$ cat config.mk
export PLATFORM = sky130hd
export DESIGN_NAME = timestamp_snap_arbiter
export DESIGN_NICKNAME = d
export VERILOG_FILES = /design/src/rtl/timestamp_pkg.sv /design/src/rtl/ts_rr_arbiter.sv /design/src/rtl/timestamp_snap_arbiter.sv
export SDC_FILE = /design/constraint.sdc
export NUM_CORES = 1
export LEC_CHECK = 0
export ABC_CLOCK_PERIOD_IN_PS = 3100
export CAP_MARGIN = 20
export CORE_ASPECT_RATIO = 0.75
export CORE_MARGIN = 2
export CORE_UTILIZATION = 45
export CTS_BUF_LIST = sky130_fd_sc_hd__clkbuf_16
export CTS_CLUSTER_DIAMETER = 120
export DETAILED_ROUTE_END_ITERATION = 12
export PLACE_DENSITY = 0.66
export SYNTH_ARGS = -nofsm -noshare
export SYNTH_HDL_FRONTEND = slang
export SYNTH_SLANG_ARGS = --single-unit
$ cat constraint.sdc
create_clock -name sclk -period 3.1 [get_ports sclk]
set_input_delay 0.62 -clock sclk [delete_from_list [all_inputs] [get_ports sclk]]
set_output_delay 0.62 -clock sclk [all_outputs]
set_load 0.01 [all_outputs]
$ cat src/rtl/timestamp_pkg.sv
// Shared types for the timestamp snapshot arbiter.
// Holds FSM encoding and the captured-timestamp layout.
package timestamp_pkg;

  localparam int TS_BYTES = 8;

  typedef enum logic [1:0] {
    ST_IDLE,
    ST_PRE,
    ST_SEND,
    ST_GAP
  } ts_state_t;

  typedef struct packed {
    logic [31:0] sec;
    logic [11:0] rsvd;
    logic [19:0] usec;
  } ts_snap_t;

endpackage

$ cat src/rtl/ts_rr_arbiter.sv
// Combinational round-robin picker.
// Grants the first requester at or after ptr, wrapping.
module ts_rr_arbiter #(
  parameter int CHN = 4,
  localparam int PW = (CHN > 1) ? $clog2(CHN) : 1
) (
  input  logic [CHN-1:0] req,
  input  logic [PW-1:0]  ptr,
  output logic [CHN-1:0] grant,
  output logic [PW-1:0]  idx
);

  logic [2*CHN-1:0] dbl;
  logic [CHN-1:0]   rot;
  logic [PW-1:0]    off;
  logic [PW:0]      sum;
  logic             found;

  always_comb begin
    dbl   = {req, req} >> ptr;
    rot   = dbl[CHN-1:0];
    off   = '0;
    found = 1'b0;
    for (int i = 0; i < CHN; i++) begin
      if (!found && rot[i]) begin
        found = 1'b1;
        off   = PW'(i);
      end
    end
    sum = {1'b0, ptr} + {1'b0, off};
    if (sum >= (PW+1)'(CHN))
      sum = sum - (PW+1)'(CHN);
    idx   = sum[PW-1:0];
    grant = found ? (CHN'(1) << idx) : '0;
  end

endmodule

$ cat src/rtl/timestamp_snap_arbiter.sv
// Snapshots RTC per channel and serialises pending
// snapshots round-robin onto one byte bus.
module timestamp_snap_arbiter
  import timestamp_pkg::*;
#(
  parameter int CHN = 4,
  parameter int GAP = 4
) (
  input  logic           sclk,
  input  logic           rst_n,
  input  logic [31:0]    ts_sec,
  input  logic [19:0]    ts_usec,
  input  logic [CHN-1:0] ts_req,
  input  logic [CHN-1:0] overrun_clr,
  output logic [CHN-1:0] ts_pre_stb,
  output logic [7:0]     ts_data,
  output logic           busy,
  output logic [CHN-1:0] pending,
  output logic [CHN-1:0] overrun
);

  localparam int PW = (CHN > 1) ? $clog2(CHN) : 1;
  localparam int GW = $clog2(GAP + 1);

  ts_state_t      state;
  ts_snap_t       snap [CHN];
  logic [63:0]    sh;
  logic [2:0]     cnt;
  logic [GW-1:0]  gcnt;
  logic [PW-1:0]  rr_ptr;
  logic [CHN-1:0] gnt;
  logic [CHN-1:0] take;
  logic [PW-1:0]  gidx;
  logic           gap_done;
  logic           grant_en;

  ts_rr_arbiter #(.CHN(CHN)) u_arb (
    .req   (pending),
    .ptr   (rr_ptr),
    .grant (gnt),
    .idx   (gidx)
  );

  assign gap_done = (state == ST_GAP) && (gcnt == GW'(GAP));
  assign grant_en = (|pending) && (state == ST_IDLE || gap_done);
  assign take     = grant_en ? gnt : '0;
  assign busy     = (state != ST_IDLE);

  // A request on the grant edge refills the slot being drained.
  always_ff @(posedge sclk or negedge rst_n) begin
    if (!rst_n) begin
      pending <= '0;
      overrun <= '0;
      for (int c = 0; c < CHN; c++)
        snap[c] <= '0;
    end else begin
      for (int c = 0; c < CHN; c++) begin
        if (ts_req[c] && (!pending[c] || take[c])) begin
          snap[c]    <= '{sec: ts_sec, rsvd: 12'h000, usec: ts_usec};
          pending[c] <= 1'b1;
        end else if (take[c]) begin
          pending[c] <= 1'b0;
        end
        overrun[c] <= (ts_req[c] && pending[c] && !take[c])
                    || (overrun[c] && !overrun_clr[c]);
      end
    end
  end

  always_ff @(posedge sclk or negedge rst_n) begin
    if (!rst_n) begin
      state      <= ST_IDLE;
      sh         <= '0;
      cnt        <= '0;
      gcnt       <= '0;
      rr_ptr     <= '0;
      ts_pre_stb <= '0;
      ts_data    <= '0;
    end else begin
      ts_pre_stb <= '0;
      ts_data    <= '0;
      if (grant_en) begin
        state      <= ST_PRE;
        ts_pre_stb <= gnt;
        sh         <= {12'h000, snap[gidx].usec, snap[gidx].sec};
        rr_ptr     <= (gidx == PW'(CHN-1)) ? '0 : gidx + 1'b1;
      end else begin
        unique case (state)
          ST_IDLE: ;
          ST_PRE: begin
            state   <= ST_SEND;
            ts_data <= sh[7:0];
            sh      <= sh >> 8;
            cnt     <= '0;
          end
          ST_SEND: begin
            if (cnt == 3'(TS_BYTES-1)) begin
              state <= ST_GAP;
              gcnt  <= GW'(1);
            end else begin
              ts_data <= sh[7:0];
              sh      <= sh >> 8;
              cnt     <= cnt + 3'd1;
            end
          end
          ST_GAP: begin
            if (gap_done) state <= ST_IDLE;
            else          gcnt  <= gcnt + 1'b1;
          end
          default: state <= ST_IDLE;
        endcase
      end
    end
  end

endmodule

==> metrics <==
First DRT Iteration DRCs approximately 450; RSZ-0062 raised after global routing no; worst setup margin between 0.15 and 0.2 ns; Yosys cell types 50; startpoint types register; PwrDens approximately 900 nW/um^2; Layout Nets roughly 1,200; worst setup path class register to register; synthesis warning total 0; # placed instances 1,509; row count 54; cell count after synthesis ~1,100; Worst Setup End Kind register; Core Region approximately 30,000 sq um; Pint 9720 uW; Register Area slightly above 7000 sq um; initial antenna violation count 0; Die ar. 31,400 sq um; PortBufs 82; Post-Syn Area ~13,000 sq um; number of fill cells around 2,500; Worst Path Required between 3 and 4 ns; post-route minimum period approximately 2.9 ns; clk_skew roughly 0.0073 ns; NetSw around 4700 uW; uppermost routed layer met4; Die Width 204 um; Final period util 0.939; # diodes 0; CTS max path bufs 3; max cap viols 0; vias in the first global route roughly 9,000; H-tree levels 1; Crit path arrival time between 3 and 4 ns; layout cells sized above 1 0.237; Initial DRT Pass Iterations 4; Max Slew Vio Count 0; routed length on met3 around 1.4 mm; Multi-input gate area between 5000 and 6000 sq um; Ports 83; Area growth, synth to finish 19.5%; WL final just over 30 mm; sequential power share 0.402; Final GP Congestion roughly 0.76; r2r setup slk 0.19 ns; remaining global-route overflow 0; clock buffer count from CTS 30; Total GRT Usage 0.201; met2 WL ~14 mm; DIE HEIGHT 154 um; Max rail drop VDD ~1000 uV; syn nets roughly 1,100; min-delay worst type primary input to async pin; worst slew pin tran 0.742 ns; count of flip-flops with a built-in enable after synthesis 0; worst-skew pair later-pin latency 0.56 ns; dominant synthesized flop cell dfrtp_1; first-pass GRT wire length 50.2 mm; DP HPWL just under 20 mm; Synth async-reset ratio 1.00; Fin. Hold Viols 0; reg2reg start rr_ptr[0]; Final setup viols 0; Final ANT Viol Nets 0; drt wl/cell about 20 um; Max Clk Rate around 340 MHz; clock root cell clkbuf_16; Comb pwr share 0.356; Worst R2R Path Depth 13; syn avg cell area 12.6 sq um; initial core utilization 0.461; CTS tree done; TritonCTS Sinks a little under 300; post-synthesis sequential area ratio 0.538; sw frac 0.328; FF-to-FF End snap[1]; Yosys reg bits just under 300; pre-CTS setup slack -0.0684 ns; crit path from rr_ptr[0]; M1 WL roughly 15 mm; leakage power ~0.0077 uW; largest net degree at the start of global routing 100; clock-pin transition on the worst setup and hold timing paths about 0.06 ns; status finished, final reports clean; clock power share 0.242; drc violations 0; Max Fanout on Critical Path 18; DR vias/cell between 5 and 6; Sum Neg Setup Slack 0 ns; worst setup path end snap[1]; Max-slew headroom 0.505; vias approximately 8,800; Non-Filler Instances around 1,600
## critical path: stages (launching register included)
cell	delay [ns]
dfrtp_1	0.48
o311ai_2	0.33
o21ai_1	0.14
o221ai_2	0.10
ha_4	0.21
xor2_4	0.19
o21ai_4	0.09
nand2_1	0.08
inv_1	0.04
ha_1	0.22
a21o_1	0.21
nand2_4	0.14
buf_12	0.18
mux2_2	0.35
## metrics by stage
step / hold slack (ns) / util / cell area, sq um / power [uW]
6_report: 0.0674 / 0.551 / 16100 / 14500
3_5_place_dp: 0.474 / 0.516 / 15100 / 11000
3_3_place_gp: 0.466 / 0.516 / 15100 / 10900
2_1_floorplan: 0.324 / - / 13600 / 9560
5_1_grt: 0.130 / 0.551 / 16100 / 15400
4_1_cts: 0.105 / 0.548 / 16000 / 14600
## synthesized netlist by cell type, drive strengths merged, types with 2 or more instances
cell type | count | area share
clkbuf | 52 | 0.015
inv | 18 | 0.0050
a32oi | 2 | 0.0019
mux2i | 133 | 0.099
nand4 | 2 | 0.00093
nor2 | 52 | 0.014
a22oi | 2 | 0.0011
nor3 | 4 | 0.0019
and2 | 9 | 0.0042
o21ai | 57 | 0.022
a21oi | 7 | 0.0026
a2111oi | 8 | 0.0052
a31o | 44 | 0.029
o22ai | 2 | 0.00093
o31ai | 10 | 0.0056
a31oi | 3 | 0.0014
nor2b | 22 | 0.010
nand2 | 16 | 0.0045
ha | 11 | 0.010
or2 | 2 | 0.00093
buf | 25 | 0.012
a21o | 4 | 0.0022
dfrtp | 290 | 0.54
a32o | 4 | 0.0030
mux2 | 209 | 0.17
a41oi | 2 | 0.0024
nand3 | 58 | 0.022
a221oi | 8 | 0.0052
## repair_timing
item                       CTS  global route
hold buffers                 0             0
setup endpoints to repair  155           171
gates resized for setup      1             5
buffers inserted             0             1
gates cloned                 0             1
pin swaps                    0             1
## cell type report
type	count	share of cell area
tap	392	0.0304
timing repair buffer	129	0.0874
inverter	18	0.00419
multi-input combinational	682	0.369
sequential	290	0.450
clock buffer	31	0.0481
clock inverter	21	0.0103
## per-layer routing
layer,global-route usage,up-vias
met5,0,-
met2,0.312,158
met4,0.0365,0
met1,0.299,4547
met3,0.0324,35
li1,-,4053
## worst min path at each step
stage	start	endpoint	slack, ns	cells past startpoint
2_1_floorplan	rst_n	cnt[0]	0.32	0
4_1_cts	rst_n	ts_pre_stb[2]	0.11	1
5_1_grt	rst_n	overrun[2]	0.13	1
6_report	rst_n	ts_pre_stb[2]	0.07	1
3_5_place_dp	snap[76]	snap[76]	0.47	1
3_3_place_gp	snap[79]	snap[79]	0.47	1
## cells in the final DEF (no fill, tap or decap), types with 2 or more instances in the layout
master,n
a2111oi_0,8
a21o_1,4
a21oi_1,5
a21oi_4,2
a221oi_1,8
a22oi_1,2
a31o_1,4
a31o_2,40
a31oi_1,3
a32o_1,4
a41oi_4,2
and2_1,9
buf_12,17
buf_4,29
bufinv_16,3
clkbuf_16,32
clkdlybuf4s50_1,81
clkinv_1,5
clkinv_2,4
dfrtp_1,290
ha_1,10
inv_1,26
mux2_1,77
mux2_2,132
mux2i_1,133
nand2_1,15
nand3_1,56
nand3_2,2
nand4_1,2
nor2_1,51
nor2b_1,22
nor3_1,3
o21ai_0,54
o22ai_1,2
o31ai_1,10
## sequential cells by signal (all words and copies together) (netlist names)
register,count
ts_data,8
gcnt,3
sh,52
ts_pre_stb,4
overrun,4
state,2
pending,4
rr_ptr,2
cnt,3
snap,208
## power by group through the flow
stage               combinational (uW)  sequential (uW)  clock [uW]
finish                            5150             5810        3500
global route                      5650             5990        3750
CTS                               5180             5810        3580
detailed placement                5170             5870           0
global placement                  5070             5800           0
floorplan                         3920             5650           0
## logic make-up (layout without fill, tap and decap cells)
group	after synthesis	count (layout)	share of synthesized area
AND/OR/NAND/NOR	171	171	0.0621
XOR/XNOR	2	2	0.00130
adder cells (fa/ha/maj)	11	11	0.0102
flip-flops	290	290	0.538
multiplexers	342	342	0.273
buffers and inverters	95	199	0.0311
AO/OA/AOI/OAI	156	156	0.0841
Note: power is estimated with default switching activity, not from simulation.
